$ cat config.mk
export PLATFORM = sky130hd
export DESIGN_NAME = rr_arb4
export DESIGN_NICKNAME = d
export VERILOG_FILES = /design/src/rtl/arb_pkg.sv /design/src/rtl/mux4.sv /design/src/rtl/rr_arb4.sv
export SDC_FILE = /design/constraint.sdc
export NUM_CORES = 1
export LEC_CHECK = 0
export ABC_AREA = 1
export CAP_MARGIN = 20
export CORE_MARGIN = 4
export CORE_UTILIZATION = 27
export CTS_CLUSTER_DIAMETER = 80
export DETAILED_ROUTE_END_ITERATION = 7
export PLACE_DENSITY_LB_ADDON = 0.08
export SKIP_LAST_GASP = 1
export SYNTH_ARGS = -nofsm -noshare
export SYNTH_HDL_FRONTEND = slang
export SYNTH_SLANG_ARGS = --single-unit
$ cat constraint.sdc
create_clock -name clk -period 2.2 [get_ports clk]
set_clock_uncertainty 0.15 [all_clocks]
set_input_delay 0.44 -clock clk [delete_from_list [all_inputs] [get_ports clk]]
set_output_delay 0.44 -clock clk [all_outputs]
set_load 0.01 [all_outputs]
$ cat src/rtl/arb_pkg.sv
// Shared types and the round-robin pick helper for the 4-source arbiter.
package arb_pkg;

  typedef enum logic {IDLE, GRANT} arb_state_t;

  localparam int NUM_REQ = 4;

  // First requester strictly after `from`, wrapping; `from` itself ranks last.
  function automatic logic [1:0] rr_pick(input logic [3:0] v, input logic [1:0] from);
    logic [1:0] idx;
    logic       found;
    rr_pick = from;
    found   = 1'b0;
    for (int k = 1; k <= NUM_REQ; k++) begin
      idx = from + 2'(k);
      if (!found && v[idx]) begin
        rr_pick = idx;
        found   = 1'b1;
      end
    end
  endfunction

endpackage

$ cat src/rtl/mux4.sv
// Plain 4:1 datapath multiplexer of width N.
module mux4 #(
  parameter int N = 32
) (
  input  logic [N-1:0] d0,
  input  logic [N-1:0] d1,
  input  logic [N-1:0] d2,
  input  logic [N-1:0] d3,
  input  logic [1:0]   s,
  output logic [N-1:0] y
);

  always_comb begin
    case (s)
      2'd0:    y = d0;
      2'd1:    y = d1;
      2'd2:    y = d2;
      default: y = d3;
    endcase
  end

endmodule

$ cat src/rtl/rr_arb4.sv
// Round-robin arbiter sharing one valid/ready channel between four sources.
// Define ARB4_LOCK_EN to hold the grant across a burst until in_last.
module rr_arb4
  import arb_pkg::*;
#(
  parameter int W = 32
) (
  input  logic         clk,
  input  logic         rst,
  input  logic [3:0]   in_valid,
  input  logic [3:0]   in_last,
  input  logic [W-1:0] in_data0,
  input  logic [W-1:0] in_data1,
  input  logic [W-1:0] in_data2,
  input  logic [W-1:0] in_data3,
  output logic [3:0]   in_ready,
  output logic         out_valid,
  input  logic         out_ready,
  output logic [W-1:0] out_data,
  output logic [1:0]   sel,
  output logic         busy
);

  arb_state_t state_q, state_d;
  logic [1:0] grant_q, grant_d;
  logic [1:0] last_grant_q, last_grant_d;
  logic       in_grant;
  logic       xfer;
  logic       rotate;
  logic       drop;

`ifdef ARB4_LOCK_EN
  logic locked_q, locked_d;
`else
  logic unused_in_last;
  assign unused_in_last = ^in_last;
`endif

  assign in_grant  = (state_q == GRANT);
  assign busy      = in_grant;
  assign sel       = grant_q;
  // Reset gates the handshake so no beat is accepted in the reset cycle.
  assign out_valid = in_grant && in_valid[grant_q] && !rst;
  assign in_ready  = (in_grant && out_ready && !rst) ? (4'b0001 << grant_q) : 4'b0000;
  assign xfer      = out_valid && out_ready;

  mux4 #(.N(W)) u_mux (
    .d0 (in_data0),
    .d1 (in_data1),
    .d2 (in_data2),
    .d3 (in_data3),
    .s  (grant_q),
    .y  (out_data)
  );

  // NOTE: every always_comb output gets a default first so no latch is inferred.
  always_comb begin
    state_d      = state_q;
    grant_d      = grant_q;
    last_grant_d = last_grant_q;
`ifdef ARB4_LOCK_EN
    locked_d     = locked_q;
    rotate       = xfer && in_last[grant_q];
    drop         = in_grant && !in_valid[grant_q] && !locked_q;
    if (xfer) locked_d = !in_last[grant_q];
`else
    rotate       = xfer;
    drop         = in_grant && !in_valid[grant_q];
`endif

    case (state_q)
      IDLE: begin
        if (in_valid != 4'b0000) begin
          grant_d = rr_pick(in_valid, last_grant_q);
          state_d = GRANT;
        end
      end
      GRANT: begin
        if (rotate) begin
          last_grant_d = grant_q;
          if (in_valid != 4'b0000) grant_d = rr_pick(in_valid, grant_q);
          else                     state_d = IDLE;
        end else if (drop) begin
          last_grant_d = grant_q;
          state_d      = IDLE;
        end
      end
      default: state_d = IDLE;
    endcase
  end

  // NOTE: sequential state uses non-blocking assignments only.
  always_ff @(posedge clk) begin
    if (rst) begin
      state_q      <= IDLE;
      grant_q      <= 2'd0;
      last_grant_q <= 2'd3;
`ifdef ARB4_LOCK_EN
      locked_q     <= 1'b0;
`endif
    end else begin
      state_q      <= state_d;
      grant_q      <= grant_d;
      last_grant_q <= last_grant_d;
`ifdef ARB4_LOCK_EN
      locked_q     <= locked_d;
`endif
    end
  end

endmodule
==> out/summary.txt, run 1 <==
outcome: completed
Synth area leader: sky130_fd_sc_hd__nand2_1
TritonCTS clock tree: done
post-placement setup slack: -0.251 ns
number of global-route vias before repair: 2631
Worst Setup Path Type: flop to primary output
Crit Path Max Fanout: 7
clock latency on the worst-skew pair: 0.22 ns
I/O pin count: 179
Global Route Usage Sum: 0.251
Final period util: 0.980
die extent in x: 82.9 µm
synthesis-stage register bit count: 5
CTS Buf Count: 3
core region area: 5270 µm²
arrival time at the worst endpoint: 1.57 ns
Post-Route Setup TNS: 0 ns
CP max-delay cell: sky130_fd_sc_hd__dfxtp_2
Area Overhead vs Synth: 135%
total via count after detailed routing: 2829
count of flip-flops with a built-in enable after synthesis: 0
clock tree buffer depth: 2
detail-routed via count per cell: 4.91
share of layout cells above drive strength 1: 0.184
maximum number of pins on one net before global-route repair: 24
antenna diode instance count: 0
Slew Viols, Final: 0
tightest slew margin relative to the limit: 0.784
area share of the leading cell type in the synthesized netlist: 0.298
antenna violations before repair: 0
y dimension of the die: 82.9 µm
Cell Pwr Density: 887 nW/µm²
Critical Path Sink Type: primary output
Max-cap violations: 0
die area: 6860 µm²
register clock-pin slew on the reported worst setup and hold paths: 0.04 ns
most instantiated flip-flop cell in the synthesis netlist: sky130_fd_sc_hd__dfxtp_1
total setup violations reported at the end of the flow: 0
CTS hold repair buffers: 0
worst voltage drop across the vdd grid: 548 µV
FMAX: 464 MHz
Pleak: 1.62 nW
sequential area share after synthesis: 0.0662
Final HPWL DP: 7060 µm
Avg Cell Area, Syn: 4.83 µm²
buffer cell driving the clock tree root: sky130_fd_sc_hd__clkbuf_8
Remaining Overflow, GRT: 0
area of the mapped netlist: 1510 µm²
critical path startpoint category: flop
final critical-path required period: 2.16 ns
Std-Cell Rows: 26
top cells by count, synth: 120 x sky130_fd_sc_hd__nand2_1, 41 x sky130_fd_sc_hd__nor2_1, 39 x sky130_fd_sc_hd__a21oi_1
worst path cell trace: buf_12 -> ha_2 -> buf_6 -> buf_6 -> nand2_1 -> a31oi_1 -> clkbuf_2
Worst path most repeated cell: sky130_fd_sc_hd__buf_6
routed wirelength normalized by instance count: 15.8 µm
final hold violation count: 0
CP Buf/Inv Count: 4
setup repair after global routing missed its margin: yes
fraction of synthesis flops using an asynchronous set or reset pin: 0
gate family responsible for the most delay along the worst path: buffers and inverters
top-count cell post-synth: sky130_fd_sc_hd__nand2_1
Initial Util: 0.287
synthesized instance count: 313
Synthesized Nets: 456
kind of path behind the tightest hold check: flop to flop
Detailed Routing Iterations Pass 1: 4
first-pass GRT wire length: 14400 µm
synth unique cells: 25
detailed-route wire length: 9100 µm
Port Buf Inserts: 174
number of nets with antenna violations after routing: 0
highest cell delay on the worst timing path: 0.35 ns
DRC errors left: 0
Least-Margin Pin Slew: 0.324 ns
post-route worst setup slack: 0.0437 ns
initial drt markers: 139
Worst EP required: 1.61 ns
biggest area contributors in the synthesized netlist: sky130_fd_sc_hd__nand2_1 30%, sky130_fd_sc_hd__a31oi_1 13%, sky130_fd_sc_hd__a21oi_1 13%, sky130_fd_sc_hd__nor2_1 10%, sky130_fd_sc_hd__dfxtp_1 6.6%
Clock Sink Count: 5
Ys Warns: 0
routability-driven placement congestion ratio: 0.956
final layout net count: 650
H-tree depth: 1
## worst reg2reg max path, delay by kind of cell, from the launching register on
kind,cells,cell delay (ns)
flops,1,0.37
buf+inv,4,0.30
compound gates,2,0.22
simple gates,4,0.41
fa+ha+maj,1,0.23
## cells in the final DEF (no fill, tap or decap), types with 3 or more instances in the layout
master	n
sky130_fd_sc_hd__a31oi_1	32
sky130_fd_sc_hd__nand2_2	3
sky130_fd_sc_hd__dlygate4sd2_1	4
sky130_fd_sc_hd__clkbuf_2	5
sky130_fd_sc_hd__buf_6	10
sky130_fd_sc_hd__nand3_1	18
sky130_fd_sc_hd__clkbuf_8	3
sky130_fd_sc_hd__buf_4	20
sky130_fd_sc_hd__buf_2	26
sky130_fd_sc_hd__clkdlybuf4s50_1	137
sky130_fd_sc_hd__nand2_1	120
sky130_fd_sc_hd__dfxtp_1	3
sky130_fd_sc_hd__inv_1	11
sky130_fd_sc_hd__buf_12	3
sky130_fd_sc_hd__nor2_1	41
sky130_fd_sc_hd__inv_2	4
sky130_fd_sc_hd__a21oi_1	38
## worst paths after layout
| kind | startpoint | to | slack (ns) | cells after the start |
|---|---|---|---|---|
| worst max-delay path | sel[0] | out_data[4] | 0.04 | 7 |
| worst min-delay path | last_grant_q[1] | last_grant_q[1] | 0.42 | 2 |
| worst max register to register | sel[1] | sel[1] | 0.39 | 11 |
| worst min register to register | last_grant_q[1] | last_grant_q[1] | 0.42 | 2 |
## sequential cells by signal (all words and copies together) (netlist names)
register      cells
busy              1
last_grant_q      2
sel               2
## cells by family (layout without fill, tap and decap cells)
| group | count (synthesis) | in the layout | synth area share |
|---|---|---|---|
| AO/OA/AOI/OAI | 77 | 77 | 0.289 |
| adder cells (fa/ha/maj) | 4 | 4 | 0.0331 |
| buffers and inverters | 39 | 232 | 0.112 |
| flip-flops | 5 | 5 | 0.0662 |
| AND/OR/NAND/NOR | 188 | 188 | 0.500 |
## stage by stage
step	power, mW	hold slack, ns	std cells	util	cell area (µm²)
after global routing	3.45	0.452	576	0.676	3560
after detailed placement	3.02	0.427	562	0.661	3480
after floorplan	1.60	0.368	313	-	1510
after CTS	3.14	0.431	573	0.675	3560
final	3.16	0.425	576	0.676	3560
after global placement	2.99	0.421	562	0.661	3480
## routing by layer
layer / routed length [µm] / global-route usage / part of all wire / vias up
li1: - / - / - / 1431
met3: 660 / 0.0386 / 0.073 / 20
met4: 239 / 0.0624 / 0.026 / 0
met1: 3620 / 0.316 / 0.40 / 1269
met2: 4590 / 0.445 / 0.50 / 109
met5: 0 / 0 / 0 / -
## where the power goes
group,switching [mW],total (mW),internal [mW],leakage [nW]
clock,0.0465,0.171,0.125,0.0228
combinational,1.48,2.82,1.33,1.56
sequential,0.0472,0.173,0.126,0.0423
total,1.58,3.16,1.58,1.62
## cell type report
type | count | area, µm²
fill | 516 | 1710
clock buffer | 4 | 45.0
multi-input combinational | 269 | 1270
timing repair buffer | 210 | 1970
sequential | 5 | 103
inverter | 18 | 78.8
tap | 70 | 87.6
## timing repair
| item | CTS | global route |
|---|---|---|
| setup endpoints to repair | 37 | 33 |
| pin swaps | 0 | 2 |
| buffers inserted | 6 | 1 |
| gates resized for setup | 131 | 33 |
| cloned | 1 | 2 |
Note: power is estimated with default switching activity, not from simulation.
==> run 2, diff against run 1 <==
TNS_END_PERCENT = 50   (was default)
clock period = 2.1 ns   (was 2.2 ns; I/O delays follow)
==> run 2 against run 1 <==
The flow now finishes with violations (negative setup slack). Clock power grew 4%. Sequential power grew 6%. Wire length grew 4.2%. Sequential share of layout area shrank 0.17 points. Register-to-register slack lost 0.11 ns. Die area is the same. Utilization grew 4.2 points. Via count grew 0.28%. Critical endpoint is now out_data[27].
==> out/summary.txt, run 2 (synthesis gave the netlist of run 1 again) <==
Worst Setup SP: sel[0]
die extent in x: 82.9 µm
detail-routed via count per cell: 4.90
setup repair after global routing missed its margin: yes
Initial Util: 0.287
number of global-route vias before repair: 2706
total setup violations reported at the end of the flow: 24
Global Route Usage Sum: 0.265
I/O pin count: 179
final critical-path required period: 2.21 ns
Clock Sink Count: 5
tightest slew margin relative to the limit: 0.786
post-route worst setup slack: -0.111 ns
maximum number of pins on one net before global-route repair: 22
Worst Reg2Reg Path Length in Cells: 13
kind of path behind the tightest hold check: flop to flop
top library cells by usage in the layout, fill and taps aside: 137 x sky130_fd_sc_hd__clkdlybuf4s50_1, 112 x sky130_fd_sc_hd__nand2_1, 41 x sky130_fd_sc_hd__nor2_1
initial drt markers: 144
buffer cell driving the clock tree root: sky130_fd_sc_hd__clkbuf_8
most common cell after layout, fill and taps aside: sky130_fd_sc_hd__clkdlybuf4s50_1
antenna violations before repair: 0
final hold violation count: 0
Std-Cell Rows: 26
detailed-route wire length: 9490 µm
post-placement setup slack: -0.278 ns
critical path startpoint category: flop
y dimension of the die: 82.9 µm
Least-Margin Pin Slew: 0.320 ns
Worst Setup Path Type: flop to primary output
final non-filler cell total: 579
Cells after DPL: 561
final layout net count: 653
outcome: complete, but fails checks
Crit Path Max Fanout: 8
Slew Viols, Final: 0
Worst EP required: 1.53 ns
Area Overhead vs Synth: 150%
CTS Buf Count: 3
FMAX: 452 MHz
core region area: 5270 µm²
routed wirelength normalized by instance count: 16.4 µm
Final HPWL DP: 6990 µm
R2R Setup Slk: 0.28 ns
Max-cap violations: 0
Pleak: 1.71 nW
start of the worst register-to-register path: sel[0]
CTS hold repair buffers: 0
antenna diode instance count: 0
Remaining Overflow, GRT: 0
number of nets with antenna violations after routing: 0
Detailed Routing Iterations Pass 1: 4
CP Capture Point: out_data[27]
die area: 6860 µm²
routability-driven placement congestion ratio: 0.939
failing checks: negative setup slack
Port Buf Inserts: 174
endpoint of the most critical register-to-register path: last_grant_q[0]
clock latency on the worst-skew pair: 0.22 ns
Critical Path Sink Type: primary output
hold slack final: 0.431 ns
share of layout cells above drive strength 1: 0.200
Final period util: 1.05
worst voltage drop across the vdd grid: 609 µV
Hold Startpoint: last_grant_q[1]
TritonCTS clock tree: done
DRC errors left: 0
clock tree buffer depth: 2
arrival time at the worst endpoint: 1.64 ns
Cell Pwr Density: 1000 nW/µm²
first-pass GRT wire length: 15000 µm
register clock-pin slew on the reported worst setup and hold paths: 0.04 ns
H-tree depth: 1
total via count after detailed routing: 2837
==> run 2: final cells by class <==
| type | instances | area, µm² |
|---|---|---|
| Clock buffer | 4 | 45.0 |
| Sequential cell | 5 | 103 |
| Timing Repair Buffer | 213 | 2120 |
| Tap cell | 70 | 87.6 |
| Inverter | 18 | 81.3 |
| Multi-Input combinational cell | 269 | 1350 |
| Fill cell | 462 | 1490 |
==> run 2: power breakdown <==
part           switching [mW]  leakage [nW]  total (mW)  internal [mW]
sequential             0.0517        0.0423       0.184          0.132
combinational            1.71          1.65        3.43           1.73
clock                  0.0479        0.0228       0.178          0.130
==> run 2: worst max-delay path, stage by stage, from the launching register on <==
cell and delay [ns]:
sky130_fd_sc_hd__dfxtp_2 0.33, sky130_fd_sc_hd__buf_12 0.13, sky130_fd_sc_hd__inv_8 0.06, sky130_fd_sc_hd__ha_4 0.23, sky130_fd_sc_hd__clkbuf_16 0.19, sky130_fd_sc_hd__nand2_1 0.06, sky130_fd_sc_hd__a31oi_1 0.16, sky130_fd_sc_hd__clkdlybuf4s15_2 0.25
==> run 2: worst min-delay path by stage <==
stage	endpoint	slack (ns)	cells after the start
CTS	last_grant_q[1]	0.43	2
global route	last_grant_q[1]	0.47	2
global placement	last_grant_q[1]	0.42	2
floorplan	busy	0.35	1
detailed placement	last_grant_q[1]	0.43	2
finish	last_grant_q[1]	0.43	2
==> run 2: routing by layer <==
layer / wire length [µm] / vias up / global-route usage
li1: - / 1444 / -
met1: 3690 / 1260 / 0.318
met2: 4870 / 120 / 0.480
met3: 733 / 13 / 0.0495
met4: 194 / 0 / 0.0684
met5: 0 / - / 0
==> run 2: through the flow <==
stage | total power, mW | utilization | instance area (µm²) | TNS (ns)
3_3_place_gp | 3.19 | 0.667 | 3510 | -6.12
4_1_cts | 3.53 | 0.697 | 3670 | -2.82
3_5_place_dp | 3.22 | 0.667 | 3510 | -6.60
6_report | 3.79 | 0.717 | 3780 | -1.66
5_1_grt | 4.09 | 0.717 | 3780 | -3.44
2_1_floorplan | 1.67 | - | 1510 | -0.0376
==> run 2: repair_timing <==
| action | CTS | global route |
|---|---|---|
| endpoints found under the hold margin | 0 | 0 |
| cloned | 4 | 2 |
| gates resized for setup | 95 | 66 |
| endpoints found under the setup margin | 37 | 33 |
| setup buffers | 2 | 6 |
| pin swaps | 1 | 10 |
==> run 3, diff against run 2 <==
MAX_ROUTING_LAYER = met4   (was default)
==> run 3 against run 2 <==
The flow still finishes with violations (negative setup slack). Register-to-register slack gained 0.07 ns. Sequential power is essentially flat. Die area is the same. Clock-buffer cell count is the same. Sequential cell count is the same. Sequential share of layout area grew 0.18 points. Cell area shrank 6.3%. Cell count shrank 1.7%. Utilization shrank 4.5 points. Highest routed layer unchanged.
==> out/summary.txt, run 3 (synthesis gave the netlist of run 1 again) <==
Cell Pwr Density: 928 nW/µm²
first-pass GRT wire length: 14600 µm
met1 global-route usage: 0.328
total via count after detailed routing: 2835
antenna diode instance count: 0
y dimension of the die: 82.9 µm
Clock Sink Count: 5
number of global-route vias before repair: 2614
failing checks: negative setup slack
Worst path most repeated cell: sky130_fd_sc_hd__buf_12
Port Buf Inserts: 174
die extent in x: 82.9 µm
Global Route Usage Sum: 0.264
most common cell after layout, fill and taps aside: sky130_fd_sc_hd__clkdlybuf4s50_1
highest cell delay on the worst timing path: 0.33 ns
Pleak: 1.61 nW
Critical Path Sink Type: primary output
arrival time at the worst endpoint: 1.59 ns
setup repair after global routing missed its margin: yes
Crit Path Max Fanout: 17
Least-Margin Pin Slew: 0.296 ns
Final HPWL DP: 7110 µm
initial drt markers: 114
Post-Route Setup TNS: -0.265 ns
CTS Buf Count: 3
die area: 6860 µm²
top library cells by usage in the layout, fill and taps aside: 137 x sky130_fd_sc_hd__clkdlybuf4s50_1, 120 x sky130_fd_sc_hd__nand2_1, 41 x sky130_fd_sc_hd__nor2_1
CTS hold repair buffers: 0
clock tree buffer depth: 2
CP max-delay cell: sky130_fd_sc_hd__dfxtp_2
routability-driven placement congestion ratio: 0.937
number of nets with antenna violations after routing: 0
register clock-pin slew on the reported worst setup and hold paths: 0.03 ns
maximum number of pins on one net before global-route repair: 23
Std-Cell Rows: 26
hold slack final: 0.432 ns
final layout net count: 643
grt met3 use: 0.0396
CP Buf/Inv Count: 4
gate family responsible for the most delay along the worst path: buffers and inverters
Worst Setup Path Type: flop to primary output
detailed-route wire length: 9150 µm
Detailed Routing Iterations Pass 1: 4
buffer cell driving the clock tree root: sky130_fd_sc_hd__clkbuf_8
H-tree depth: 1
Remaining Overflow, GRT: 0
final critical-path required period: 2.16 ns
routed wirelength normalized by instance count: 16.1 µm
Worst EP required: 1.53 ns
FMAX: 464 MHz
Area Overhead vs Synth: 134%
share of layout cells above drive strength 1: 0.160
post-route worst setup slack: -0.0571 ns
routing usage on met2: 0.442
Initial Util: 0.287
Final period util: 1.03
DRC errors left: 0
TritonCTS clock tree: done
detail-routed via count per cell: 4.98
core region area: 5270 µm²
total setup violations reported at the end of the flow: 8
worst voltage drop across the vdd grid: 685 µV
worst path cell trace: buf_12 -> inv_8 -> ha_4 -> buf_12 -> nand2_1 -> a31oi_1 -> dlygate4sd2_1
antenna violations before repair: 0
Slew Viols, Final: 0
critical path startpoint category: flop
kind of path behind the tightest hold check: flop to flop
clock latency on the worst-skew pair: 0.22 ns
Filler Cells Inserted: 514
Max-cap violations: 0
outcome: complete, but fails checks
I/O pin count: 179
tightest slew margin relative to the limit: 0.802
final hold violation count: 0
most utilized layer in the global route result: met2
==> run 3: cell count changes in the layout (fill, tap and decap cells not counted), moves of 3 or more <==
cell,delta
sky130_fd_sc_hd__a21oi_1,+3
sky130_fd_sc_hd__buf_2,-3
sky130_fd_sc_hd__buf_4,-6
sky130_fd_sc_hd__buf_6,+4
sky130_fd_sc_hd__clkbuf_2,+3
sky130_fd_sc_hd__nand2_1,+8
sky130_fd_sc_hd__nand2_2,-6
==> run 3: worst reg2reg max path, delay by kind of cell, from the launching register on <==
family	cells	cell delay, ns
compound gates	2	0.24
fa+ha+maj	1	0.25
buf+inv	4	0.27
flops	1	0.34
simple gates	4	0.39
==> run 3: final cells by class <==
| cell class | count | area [µm²] | area share |
|---|---|---|---|
| Timing Repair Buffer | 203 | 1940 | 0.547 |
| Multi-Input combinational cell | 269 | 1290 | 0.364 |
| Sequential cell | 5 | 103 | 0.0290 |
| Tap cell | 70 | 87.6 | 0.0247 |
| Inverter | 18 | 81.3 | 0.0230 |
| Clock buffer | 4 | 45.0 | 0.0127 |
==> run 3: report_power, final <==
group	internal (mW)	switching [mW]
clock network	0.130	0.0440
registers	0.132	0.0543
logic	1.38	1.54
==> run 3: metal layers <==
layer  wire (µm)  vias up
met3         674       18
met2        4520       99
met4         243        0
li1            -     1418
met1        3710     1300
met5           0        -
==> run 3: final timing paths <==
path / from / endpoint / slack (ns) / cells past startpoint
worst max-delay path: sel[0] / out_data[12] / -0.06 / 7
worst max register to register: sel[0] / sel[1] / 0.35 / 11
worst min-delay path: last_grant_q[1] / last_grant_q[1] / 0.43 / 2
worst min register to register: last_grant_q[1] / last_grant_q[1] / 0.43 / 2
==> run 3: through the flow <==
| stage | power [mW] | instances | setup WS, ns | utilization | instance area [µm²] |
|---|---|---|---|---|---|
| global placement | 3.16 | 560 | -0.309 | 0.661 | 3480 |
| global route | 3.59 | 569 | -0.166 | 0.672 | 3540 |
| CTS | 3.30 | 569 | -0.201 | 0.675 | 3560 |
| detailed placement | 3.19 | 560 | -0.303 | 0.661 | 3480 |
| floorplan | 1.67 | 313 | -0.00140 | - | 1510 |
| finish | 3.29 | 569 | -0.0571 | 0.672 | 3540 |
==> run 3: timing repair <==
item,CTS,global route
setup endpoints to repair,37,27
pin swaps,0,2
gates resized for setup,114,29
cloned,3,0
setup buffers,2,0
